`config.mk`:
```
export PLATFORM = sky130hd
export DESIGN_NAME = jk_bank_sequencer_flat
export DESIGN_NICKNAME = d
export VERILOG_FILES = /design/src/rtl/jk_seq_if.sv /design/src/rtl/jk_bank_sequencer.sv /design/src/flat_wrapper.sv
export SDC_FILE = /design/constraint.sdc
export NUM_CORES = 1
export LEC_CHECK = 0
export CAP_MARGIN = 20
export CORE_MARGIN = 1.5
export CORE_UTILIZATION = 34
export CTS_CLUSTER_SIZE = 24
export DETAILED_ROUTE_END_ITERATION = 16
export PLACE_DENSITY = 0.61
export SLEW_MARGIN = 0
export SYNTH_ARGS = -nofsm -noshare
export SYNTH_HDL_FRONTEND = slang
export SYNTH_SLANG_ARGS = --single-unit
```
`constraint.sdc`:
```
create_clock -name clk -period 3.45 [get_ports clk]
set_input_delay 1.035 -clock clk [delete_from_list [all_inputs] [get_ports clk]]
set_output_delay 1.035 -clock clk [all_outputs]
set_load 0.01 [all_outputs]
```
`src/rtl/jk_seq_if.sv`:
```
`default_nettype none
// +------------------------------------------------------------------+
// | Module   : jk_seq_if                                             |
// | Brief    : Command handshake bundle for jk_bank_sequencer        |
// | Revision : 1.0                                                   |
// +------------------------------------------------------------------+
interface jk_seq_if #(
  parameter int WIDTH = 4,
  parameter int CW    = 4
);
  logic             cmd_valid;
  logic             cmd_ready;
  logic [1:0]       cmd_op;
  logic [WIDTH-1:0] cmd_mask;
  logic [CW-1:0]    cmd_count;

  modport master (
    output cmd_valid, cmd_op, cmd_mask, cmd_count,
    input  cmd_ready
  );

  modport slave (
    input  cmd_valid, cmd_op, cmd_mask, cmd_count,
    output cmd_ready
  );
endinterface
`default_nettype wire

```
`src/rtl/jk_bank_sequencer.sv`:
```
`default_nettype none
// +------------------------------------------------------------------+
// | Module   : jk_bank_sequencer                                     |
// | Brief    : Applies one masked JK op to a flip-flop bank for N    |
// |            cycles, then pulses done. Define JK_SEQ_VERIFY_EN to  |
// |            add an expected-Q model and sticky err check.         |
// | Revision : 1.0                                                   |
// +------------------------------------------------------------------+
module jk_bank_sequencer #(
  parameter int WIDTH = 4,
  parameter int CW    = 4
) (
  input  wire logic             clk,
  input  wire logic             reset,
  jk_seq_if.slave               cmd,
  output logic      [WIDTH-1:0] j,
  output logic      [WIDTH-1:0] k,
  output logic                  busy,
  output logic                  done,
  input  wire logic [WIDTH-1:0] q_fb,
  output logic                  err
);

  localparam logic [1:0] c_st_idle  = 2'd0;
  localparam logic [1:0] c_st_apply = 2'd1;
  localparam logic [1:0] c_st_done  = 2'd2;

  localparam logic [CW-1:0] c_cnt_last = CW'(1);

  logic [1:0]       r_state;
  logic [CW-1:0]    r_cnt;
  logic [WIDTH-1:0] r_j;
  logic [WIDTH-1:0] r_k;
  logic             r_done;
  logic [WIDTH-1:0] w_j_nxt;
  logic [WIDTH-1:0] w_k_nxt;

  // Decode the incoming op; the j/k registers then hold the latched command.
  always_comb begin
    w_j_nxt = '0;
    w_k_nxt = '0;
    case (cmd.cmd_op)
      2'b01:   w_k_nxt = cmd.cmd_mask;
      2'b10:   w_j_nxt = cmd.cmd_mask;
      2'b11: begin
        w_j_nxt = cmd.cmd_mask;
        w_k_nxt = cmd.cmd_mask;
      end
      default: ;
    endcase
  end

  always_ff @(posedge clk or posedge reset) begin
    if (reset) begin
      r_state <= c_st_idle;
      r_cnt   <= '0;
      r_j     <= '0;
      r_k     <= '0;
      r_done  <= 1'b0;
    end else begin
      r_done <= 1'b0;
      case (r_state)
        c_st_idle: begin
          if (cmd.cmd_valid) begin
            if (cmd.cmd_count == '0) begin
              r_state <= c_st_done;
              r_done  <= 1'b1;
            end else begin
              r_state <= c_st_apply;
              r_cnt   <= cmd.cmd_count;
              r_j     <= w_j_nxt;
              r_k     <= w_k_nxt;
            end
          end
        end
        c_st_apply: begin
          r_cnt <= r_cnt - c_cnt_last;
          // Drive is removed on the same edge that completes the Nth cycle.
          if (r_cnt == c_cnt_last) begin
            r_state <= c_st_done;
            r_done  <= 1'b1;
            r_j     <= '0;
            r_k     <= '0;
          end
        end
        c_st_done: begin
          r_state <= c_st_idle;
        end
        default: begin
          r_state <= c_st_idle;
          r_j     <= '0;
          r_k     <= '0;
        end
      endcase
    end
  end

  assign cmd.cmd_ready = (r_state == c_st_idle);
  assign busy          = (r_state != c_st_idle);
  assign done          = r_done;
  assign j             = r_j;
  assign k             = r_k;

`ifdef JK_SEQ_VERIFY_EN
  logic [WIDTH-1:0] r_q_model;
  logic             r_err;

  always_ff @(posedge clk or posedge reset) begin
    if (reset) begin
      r_q_model <= '0;
      r_err     <= 1'b0;
    end else begin
      r_q_model <= (r_j & ~r_q_model) | (~r_k & r_q_model);
      if ((r_state == c_st_done) && (q_fb != r_q_model)) begin
        r_err <= 1'b1;
      end
    end
  end

  assign err = r_err;
`else
  logic w_unused_q_fb;
  assign w_unused_q_fb = ^q_fb;
  assign err           = 1'b0;
`endif

endmodule
`default_nettype wire

```
`src/flat_wrapper.sv`:
```
// flat-port wrapper written by rule: the top's interface ports become plain ports
module jk_bank_sequencer_flat 
#(
  parameter int WIDTH = 4,
  parameter int CW    = 4
)
  (clk, reset, j, k, busy, done, q_fb, err, cmd_cmd_valid, cmd_cmd_op, cmd_cmd_mask, cmd_cmd_count, cmd_cmd_ready);
  jk_seq_if #(.WIDTH(WIDTH), .CW(CW)) cmd_i ();
  input  wire logic clk;
  input  wire logic reset;
  output logic      [WIDTH-1:0] j;
  output logic      [WIDTH-1:0] k;
  output logic busy;
  output logic done;
  input  wire logic [WIDTH-1:0] q_fb;
  output logic err;
  input wire logic [$bits(cmd_i.cmd_valid)-1:0] cmd_cmd_valid;
  input wire logic [$bits(cmd_i.cmd_op)-1:0] cmd_cmd_op;
  input wire logic [$bits(cmd_i.cmd_mask)-1:0] cmd_cmd_mask;
  input wire logic [$bits(cmd_i.cmd_count)-1:0] cmd_cmd_count;
  output wire logic [$bits(cmd_i.cmd_ready)-1:0] cmd_cmd_ready;
  assign cmd_i.cmd_valid = cmd_cmd_valid;
  assign cmd_i.cmd_op = cmd_cmd_op;
  assign cmd_i.cmd_mask = cmd_cmd_mask;
  assign cmd_i.cmd_count = cmd_cmd_count;
  assign cmd_cmd_ready = cmd_i.cmd_ready;
  jk_bank_sequencer #(.WIDTH(WIDTH), .CW(CW)) u_core (.clk(clk), .reset(reset), .cmd(cmd_i), .j(j), .k(k), .busy(busy), .done(done), .q_fb(q_fb), .err(err));
endmodule
```
After elaboration in Yosys (flattened, before gate mapping)
Cells that the tools add are included.

Word-level logic and storage cells: 45. Register bits after elaboration: 15. Bits of input ports: 17.

Equal/unequal tests: 9. Reductions and logical operators: 9. Muxes and demuxes: 20. Bitwise operators: 1. Add/sub/neg operators: 1.

Operators by type and width (number): two-way mux 4 bit (9); one-hot mux 4 bit (3 select lines) (2); one-hot mux 4 bit (2 select lines) (1); == test 2 bit, second input constant (3); two-way mux 2 bit (3); == test 2 x 1 -> 1 bit, second input constant (2); == test 4 x 1 -> 1 bit, second input constant (1); zero test 4 bit (1); != test 2 bit, second input constant (2); one-hot mux 2 bit (2 select lines) (1); AND reduction 4 bit (1); nonzero test 2 bit (2); OR reduction 2 bit (2); subtractor 4 x 1 -> 4 bit, second input constant (1); two-way mux 1 bit (3); AND reduction 3 bit (1); zero test 2 bit (1); != test 2 x 1 -> 1 bit, second input constant (1); one-hot mux 1 bit (2 select lines) (1); AND reduction 2 bit (1); NOT 1 bit (1).

Longest topological paths before layout
Depth in word-level cells: 6. Gate-level depth with buffers: 6. Mapped depth without buffers: 5.

Worst setup path after synthesis
No wires, ideal clock.

Path kind: reg2out. Start point: register u_core.r_state[1]. End point: output port cmd_cmd_ready. Path buffers: 2. Required time: 2.415 ns. Setup slack: 1.436 ns. Arrival: 0.979 ns. Cell stages (with the launch flop): 5. Path through: dfrtp_1 -> buf_2 -> or2_4 -> inv_2 -> buf_2.

Word-level cells in the longest chain between the ends: 1.

RTL lines: from (decl) (RTL line jk_bank_sequencer.sv:30) `logic [1:0] r_state;`; from (signal assigned) (RTL line jk_bank_sequencer.sv:55) `r_state <= c_st_idle;`; from (signal assigned) (RTL line jk_bank_sequencer.sv:66) `r_state <= c_st_done;`; from (signal assigned) (RTL line jk_bank_sequencer.sv:69) `r_state <= c_st_apply;`; zero test 2 bit (RTL line jk_bank_sequencer.sv:98) `assign cmd.cmd_ready = (r_state == c_st_idle);`; to (decl) (RTL line flat_wrapper.sv:21) `output wire logic [$bits(cmd_i.cmd_ready)-1:0] cmd_cmd_ready;`.

No other way between the ends.

Final worst setup path
Ends and elaborated chain as after synthesis.

==> results.sh <==
export IMPL_pwr_density_cell_mw_per_mm2=827
export IMPL_routedWlPerCell_um=13.9
export IMPL_die_h_um=54.1
export IMPL_cts_buffer_depth=2
export IMPL_async_flop_share_pct=100
export IMPL_syn2layout_area_growth_pct=29.9
export IMPL_slew_headroom_pct=61.5
export IMPL_nNetsFinal=135
export IMPL_path_class="flip-flop to output port"
export IMPL_irDropWorstVdd_v=0.000419
export IMPL_finClkSkew_ns=0.0150
export IMPL_postCtsSetupBuffers=0
export IMPL_drtIter0Drc=10
export IMPL_start_util_pct=35.9
export IMPL_timing_hold_ws_ns=0.540
export IMPL_crit_path_start_kind="flip-flop"
export IMPL_io_pins=29
export IMPL_grt_max_degree=20
export IMPL_worst_path_max_fanout=12
export IMPL_grt_setup_unrepaired="no"
export IMPL_synthesis_nets=113
export IMPL_hp_class="flip-flop to flip-flop"
export IMPL_drc=0
export IMPL_yosys_register_bits=15
export IMPL_gp_congestion=0.803
export IMPL_first_pass_iters=4
export IMPL_hold_buffers=0
export IMPL_die_w_um=54.1
export IMPL_cts_tree="yes"
export IMPL_fin_crit_ns=2.87
export IMPL_grt_use_total_pct=14.7
export IMPL_p_leak_nw=0.476
export IMPL_required_ns=2.41
export IMPL_critPathArrivalTime_ns=1.84
export IMPL_htree_num_levels=1
export IMPL_synth_edff_count=0
export IMPL_dp_hpwl_mm=1.48
export IMPL_netlist_area_um2=888
export IMPL_globalRouteOverflowTotal=0
export IMPL_insertedDiodeCount=0
export IMPL_grt_pass1_wl_mm=3.05
export IMPL_syn_inst=94
export IMPL_synth_area_leaders="dfrtp_1 42%, a31oi_1 5.6%, nand4_1 5.6%, o21ai_1 4.5%, nor2b_1 3.5%"
export IMPL_yosysUniqueCellTypes=34
export IMPL_setup_slack_ns=0.579
export IMPL_port_buffers=23
export IMPL_setup_viol=0
export IMPL_drv_slew=0
export IMPL_cap_violations=0
export IMPL_clk_latency_ns=0.29
export IMPL_vias=789
export IMPL_period_share_pct=83.2
export IMPL_numClockSinks=15
export IMPL_synth_top_cells_by_count="15 x dfrtp_1, 8 x a31oi_1, 8 x nand4_1, 8 x o21ai_1, 5 x nor2b_1"
export IMPL_grt_antenna_before_repair=0
export IMPL_cts_root_buffer="clkbuf_4"
export IMPL_cts_buffers=3
export IMPL_drt_vias_per_instance=5.44
export IMPL_worst_pin_slew_ns=0.576
export IMPL_dp_slack_ns=0.774
export IMPL_synth_most_common_cell="dfrtp_1"
export IMPL_tns_ns=0
export IMPL_outcome="complete, no violations"
export IMPL_core_mm2=0.00248
export IMPL_grt_pass1_vias=662
export IMPL_fmax_ghz=0.348
export IMPL_wirelength_mm=2.02
export IMPL_yosys_warnings=0
export IMPL_dieArea_mm2=0.00293
export IMPL_synth_ff_type="dfrtp_1"
export IMPL_ys_seq_area_share_pct=42.3
export IMPL_hold_violations=0
export IMPL_synth_top_area_share_pct=42.3
export IMPL_cp_end_kind="output port"
export IMPL_ctsResizeCount=0
export IMPL_fp_row_count=18
export IMPL_avgSynthCellArea_um2=9.45
export IMPL_ant_nets=0
export IMPL_yosysTopAreaCell="dfrtp_1"
export IMPL_drive_gt1_share_pct=7.83
export IMPL_clk_pin_slew_worst_paths_ns=0.10
layer usage:
| layer | vias up | global-route usage, % | share of wire, % |
|---|---|---|---|
| met3 | 0 | 5.28 | 4.6 |
| met2 | 20 | 20.9 | 46 |
| met1 | 372 | 20.9 | 50 |
| met5 | - | 0 | 0 |
| li1 | 397 | - | - |
| met4 | 0 | 3.75 | 0 |
power breakdown:
| group | internal (mW) | switching [mW] |
|---|---|---|
| Combinational | 0.272 | 0.252 |
| Sequential | 0.257 | 0.0712 |
| Clock | 0.0431 | 0.0589 |
metrics by stage:
| stage | instance area [um^2] | power (mW) | cells | utilization [%] |
|---|---|---|---|---|
| finish | 1150 | 0.954 | 145 | 46.6 |
| global route | 1150 | 1.03 | 145 | 46.6 |
| CTS | 1150 | 0.960 | 145 | 46.6 |
| detailed placement | 1130 | 0.856 | 141 | 45.5 |
| global placement | 1130 | 0.845 | 141 | 45.5 |
| floorplan | 888 | 0.663 | 94 | - |
cell type report:
type	instances	area, um^2
inverter	6	22.5
fill	244	1320
timing repair buffer	24	238
clock buffer	3	22.5
tap	30	37.5
clock inverter	1	5.00
multi-input combinational	66	453
sequential	15	375
flip-flops by register name (all words and copies together), names as in the netlist:
name / cells
u_core.done: 1
u_core.r_state: 2
u_core.j: 4
u_core.r_cnt: 4
u_core.k: 4
path summary, 6_finish.rpt:
kind / from / end / slack, ns / cells past startpoint
max: u_core.r_state[1] / cmd_cmd_ready / 0.58 / 3
min: u_core.k[2] / u_core.k[2] / 0.54 / 2
max reg2reg: u_core.r_cnt[1] / u_core.k[2] / 1.80 / 5
min reg2reg: u_core.k[2] / u_core.k[2] / 0.54 / 2
max in group asynchronous: reset / u_core.j[3] / 1.97 / 2
min in group asynchronous: reset / u_core.j[1] / 1.09 / 2
worst max-delay path: stages (launching register included):
cell and delay, ns:
dfrtp_1 0.50, or2_4 0.30, inv_2 0.17, clkdlybuf4s50_1 0.57
cell usage in the layout, fill, tap and decap left out:
cell / n
nor2b_1: 5
o41ai_1: 1
clkinv_2: 1
ha_1: 2
o41a_1: 1
or2_4: 1
nor3_1: 3
o21ai_1: 8
inv_1: 4
nand3b_1: 2
nor2_1: 1
clkinv_1: 1
nand2_1: 2
o21a_1: 1
o21ai_0: 1
o41ai_2: 1
a21boi_0: 1
nor3b_1: 3
buf_4: 1
a211o_1: 2
inv_2: 1
and3_1: 2
or3b_1: 2
o311ai_0: 1
clkdlybuf4s50_1: 23
a31oi_1: 8
conb_1: 1
nor4_1: 1
dfrtp_1: 15
and2b_1: 3
o311ai_2: 1
clkbuf_4: 3
nand4_1: 8
a21oi_1: 3
o31ai_1: 1
cell families (layout without fill, tap and decap cells):
logic type               count (synthesis)  in the layout  synth area share, %
AND/OR/NAND/NOR                         33             33                 23.9
AO/OA/AOI/OAI                           30             30                 23.8
flip-flops                              15             15                 42.3
buffers and inverters                   13             34                 6.76
adder cells (fa/ha/maj)                  2              2                 2.82
other                                    1              1                0.422
(Power assumes the default switching activity.)
